<file path="src/rtl/sync_pipe_pkg.sv">
// Shared definitions for the sync_dff_pipe family: occupancy-counter sizing
// and the default reset value for data stages.
package sync_pipe_pkg;

   localparam int DEFAULT_RST_VAL = 0;

   // Width needed to count 0..depth; never narrower than one bit.
   function automatic int occ_width(input int depth);
      int w;
      w = $clog2(depth + 1);
      return (w < 1) ? 1 : w;
   endfunction

endpackage

</file>
<file path="src/rtl/dff_en_srst.sv">
// WIDTH-bit register with clock enable and synchronous reset to RST_VAL.
// Reset dominates enable.
module dff_en_srst #(
   parameter int               WIDTH   = 8,
   parameter logic [WIDTH-1:0] RST_VAL = '0
) (
   input  logic             clk,
   input  logic             srst,
   input  logic             en,
   input  logic [WIDTH-1:0] d,
   output logic [WIDTH-1:0] q
);

   logic [WIDTH-1:0] q_reg;

   always_ff @(posedge clk) begin
      if (srst) begin
         q_reg <= RST_VAL;
      end else if (en) begin
         q_reg <= d;
      end
   end

   assign q = q_reg;

endmodule

</file>
<file path="src/rtl/sync_dff_pipe.sv">
// WIDTH x DEPTH register pipeline with per-stage valid bits, stall, flush and
// a registered occupancy count. DEPTH=1 is a plain enabled D flip-flop.
module sync_dff_pipe
   import sync_pipe_pkg::*;
#(
   parameter int               WIDTH   = 8,
   parameter int               DEPTH   = 4,
   parameter logic [WIDTH-1:0] RST_VAL = WIDTH'(DEFAULT_RST_VAL)
) (
   input  logic                          clk,
   input  logic                          rst,
   input  logic                          en,
   input  logic                          flush,
   input  logic [WIDTH-1:0]              d,
   input  logic                          d_valid,
   output logic [WIDTH-1:0]              q,
   output logic                          q_valid,
   output logic [occ_width(DEPTH)-1:0]   occ,
   output logic                          busy
);

   localparam int OW = occ_width(DEPTH);

   logic [WIDTH-1:0] data_q [DEPTH];
   logic             v_q    [DEPTH];
   logic             data_en;
   logic             v_srst;
   logic [OW-1:0]    occ_reg;
   logic [OW-1:0]    occ_next;
   logic             busy_reg;
   logic             busy_next;

   // Flush clears only the valid bits; data registers keep their contents.
   assign data_en = en & ~flush;
   assign v_srst  = rst | flush;

   generate
      for (genvar gi = 0; gi < DEPTH; gi++) begin : g_stage
         logic [WIDTH-1:0] data_in;
         logic             v_in;

         if (gi == 0) begin : g_head
            assign data_in = d;
            assign v_in    = d_valid;
         end else begin : g_body
            assign data_in = data_q[gi-1];
            assign v_in    = v_q[gi-1];
         end

         dff_en_srst #(
            .WIDTH   (WIDTH),
            .RST_VAL (RST_VAL)
         ) u_data (
            .clk  (clk),
            .srst (rst),
            .en   (data_en),
            .d    (data_in),
            .q    (data_q[gi])
         );

         dff_en_srst #(
            .WIDTH   (1),
            .RST_VAL (1'b0)
         ) u_valid (
            .clk  (clk),
            .srst (v_srst),
            .en   (en),
            .d    (v_in),
            .q    (v_q[gi])
         );
      end
   endgenerate

   // One sample enters and one leaves per enabled edge, so occ moves by at most one.
   always_comb begin
      occ_next = occ_reg;
      case ({d_valid, v_q[DEPTH-1]})
         2'b10:   occ_next = occ_reg + OW'(1);
         2'b01:   occ_next = occ_reg - OW'(1);
         default: occ_next = occ_reg;
      endcase
      busy_next = (occ_next != '0);
   end

   always_ff @(posedge clk) begin
      if (rst || flush) begin
         occ_reg  <= '0;
         busy_reg <= 1'b0;
      end else if (en) begin
         occ_reg  <= occ_next;
         busy_reg <= busy_next;
      end
   end

   assign q       = data_q[DEPTH-1];
   assign q_valid = v_q[DEPTH-1];
   assign occ     = occ_reg;
   assign busy    = busy_reg;

endmodule

</file>
<file path="config.mk">
export PLATFORM = sky130hd
export DESIGN_NAME = sync_dff_pipe
export DESIGN_NICKNAME = d
export VERILOG_FILES = /design/src/rtl/sync_pipe_pkg.sv /design/src/rtl/dff_en_srst.sv /design/src/rtl/sync_dff_pipe.sv
export SDC_FILE = /design/constraint.sdc
export NUM_CORES = 1
export LEC_CHECK = 0
export ABC_AREA = 1
export BUFFER_PORTS_ARGS = -buffer_cell sky130_fd_sc_hd__buf_2
export CORE_MARGIN = 10
export CORE_UTILIZATION = 50
export CTS_CLUSTER_SIZE = 14
export DETAILED_ROUTE_END_ITERATION = 8
export PLACE_DENSITY_LB_ADDON = 0.15
export SETUP_SLACK_MARGIN = 0.05
export SLEW_MARGIN = 10
export SYNTH_ARGS = -nofsm -noshare
export SYNTH_HDL_FRONTEND = slang
export SYNTH_SLANG_ARGS = --single-unit
export TNS_END_PERCENT = 30
</file>
<file path="constraint.sdc">
create_clock -name clk -period 1.9 [get_ports clk]
set_input_delay 0 -clock clk [delete_from_list [all_inputs] [get_ports clk]]
set_output_delay 0 -clock clk [all_outputs]
set_load 0.02 [all_outputs]
</file>
==> flow_metrics.tcl <==
set metrics [dict create \
    status "completed" \
    power.static_leakage_nw 0.862 \
    grt_max_degree 33 \
    syn_inst 192 \
    synth-main-ff-cell "dfxtp_1" \
    placeable_core_region_um2 2830 \
    grt_pass1_vias 1248 \
    max_ffs_per_register 32 \
    timing.final.setup_violations 0 \
    power_report.internal_total_mw 1.16 \
    switching_power_mw 0.372 \
    portion_of_the_post_synthesis_area_used_by_sequential_elements_pct 53.1 \
    slew-limit-headroom_pct 50.4 \
    cts_tree "built" \
    die_outline_area_um2 5620 \
    rows 19 \
    post_synth_main_area_contributors "dfxtp_1 (53%), nor2_1 (17%), o21ai_0 (8.3%), o21ai_1 (3.3%), nand2_1 (3.2%)" \
    route.antenna.remaining_nets 0 \
    die_width_um 74.9 \
    count_of_synthesis_stage_warnings_from_yosys 0 \
    global_route.overflow_total 0 \
    report.final.slew_viol_count 0 \
    vert_die_dim_um 74.9 \
    post_route_wl_mm 3.03 \
    p_comb_share_pct 11.2 \
    ios 26 \
    post-place-ws_ns 0.215 \
    cts_post_setup_buffers_inserted 0 \
    clkLatencyLatePin_ns 0.33 \
    synth_common_cells "nor2_1 (67), dfxtp_1 (40), o21ai_0 (25)" \
    cts_bufs_inserted 5 \
    clk_pin_slew_worst_paths_ns 0.11 \
    count_of_unique_library_cells_instantiated_by_yosys 20 \
    number_of_antenna_violations_at_the_first_check_in_global_routing 0 \
    timing.setup.critical_path_class "in2reg" \
    clock-sinks 40 \
    largest_area_contributor_in_the_netlist "dfxtp_1" \
    vdd_ir_max_v 0.000704 \
    worst_setup_path_end_kind "register" \
    fin_nets 240 \
    drtIter0Drc 60 \
    rsz0062_at_grt "false" \
    powerDensity_nw_per_um2 865 \
    synth_top_area_share_pct 53.1 \
    timing.critical_path.arrival_ns 1.96 \
    final_layout_size_suffix_gt1_share_pct 16.9 \
    cp_data_required_time_ns 2.14 \
    finalCriticalPeriod_ns 1.72 \
    worstPathMaxFanout 3 \
    post_drt_via_cell_ratio 5.02 \
    portBuffers 25 \
    synth-seq-cells 40 \
    syn2layout_area_growth_pct 17.7 \
    finalWeightedCongestion 0.756 \
    min_period_over_period_pct 90.6 \
    max_freq_mhz 581 \
    setup-tns-final_ns 0 \
    synth.net_count 207 \
    grt.total_usage_pct 11.9 \
    clockBufferDepth 2 \
    hold_path.class "in2reg" \
    post_route_worst_setup_slack_ns 0.179 \
    synth.avg_cell_area_um2 7.86 \
    synth-async-reset-ratio_pct 0 \
    hold_viol_final 0 \
    antenna_cells_inserted 0 \
    sequentialPowerShare_pct 59.2 \
    drtPass1Iterations 5 \
    initial_utilization_pct 53.3 \
    netlist_area_um2 1510 \
    synth_edf_count 0 \
    yosysMostFrequentCell "nor2_1" \
    detailroute.via_count 1284 \
    max_clock_skew_ns 0.00430 \
    routed_wire_length_per_instance_um 11.8 \
    pwr-share-clk_pct 29.6 \
    cts.htree.levels 2 \
    netSwitchingFraction_pct 24.2 \
    worst_pin_slew_ns 0.744 \
    max_cap_violations 0 \
    detail_route.drc_violations 0 \
    cts_root_buffer "clkbuf_4" \
    grt_pass1_wl_mm 5.31 \
    dpl.hpwl_mm 2.00 \
    critical_path.startpoint_type "input port" \
]
-- cell usage in the layout, fill, tap and decap left out, types with 5 or more instances in the layout --
master	instances
clkbuf_4	5
a21oi_1	5
nand2_1	13
o21ai_0	25
dlygate4sd3_1	10
dfxtp_1	40
o21ai_1	10
buf_2	25
nor2_1	67
inv_1	10
-- per-stage QoR --
stage          instance area [um2]  power [mW]  util (%)  cells  hold WS [ns]
6_report                      1780        1.54      62.8    256       0.00590
2_1_floorplan                 1510        1.04         -    192         0.135
3_5_place_dp                  1610        1.08      56.8    239         0.230
4_1_cts                       1770        1.56      62.7    256       0.00168
3_3_place_gp                  1610        1.08      56.8    239         0.223
5_1_grt                       1780        1.62      62.8    256       0.00475
-- power groups by stage --
stage,clock network [mW],logic [mW],registers [mW]
4_1_cts,0.476,0.173,0.909
3_5_place_dp,0,0.157,0.928
5_1_grt,0.512,0.197,0.914
2_1_floorplan,0,0.102,0.941
6_report,0.455,0.172,0.909
3_3_place_gp,0,0.153,0.926
-- metal layers --
layer | wire length, um | GRT usage [%]
met3 | 192 | 3.68
met1 | 1400 | 13.9
met5 | 0 | 0
met2 | 1390 | 19.4
met4 | 42 | 5.67
-- critical path, stage by stage --
cell and delay [ns]:
dlygate4sd3_1 0.53, buf_2 0.12, inv_1 0.07, ha_2 0.20, fa_1 0.40, or2_2 0.27, o21ai_0 0.10, nand2_1 0.09
nor2_1 0.12, nor2_1 0.05
-- layout make-up --
| cell class | instances | area (um2) |
|---|---|---|
| inverters | 12 | 45.0 |
| well taps | 31 | 38.8 |
| multi-input cells | 130 | 593 |
| repair buffers | 36 | 233 |
| clock buffers | 7 | 65.1 |
| fillers | 265 | 1050 |
| flip-flops and latches | 40 | 801 |
-- cell families (layout without fill, tap and decap cells) --
logic type                 count (synthesis)  after routing  synth area share, %
and+or+nand+nor                           85             85                 22.1
xor gates and xnor gates                   1              1                0.581
AOI/OAI and AO/OA                         42             42                 14.3
DFF                                       40             40                 53.1
buffers and inverters                     22             55                 7.79
adders and majority gates                  2              2                 2.16
-- path summary, 6_finish.rpt --
kind	cells past startpoint	start	endpoint	slack [ns]
min	4	rst	busy$_SDFFE_PP0P_	0.006
min reg2reg	2	g_stage[2].u_valid.q$_SDFFE_PP0P_	g_stage[2].u_valid.q$_SDFFE_PP0P_	0.48
max reg2reg	7	g_stage[3].u_valid.q$_SDFFE_PP0P_	busy$_SDFFE_PP0P_	0.19
max	10	d_valid	busy$_SDFFE_PP0P_	0.18
-- what timing repair did --
item	in CTS	in global routing
hold buffers	10	0
setup endpoints to repair	0	1
resized for setup	0	1
endpoints found under the hold margin	9	0
Power figures use the tool's default switching activity.
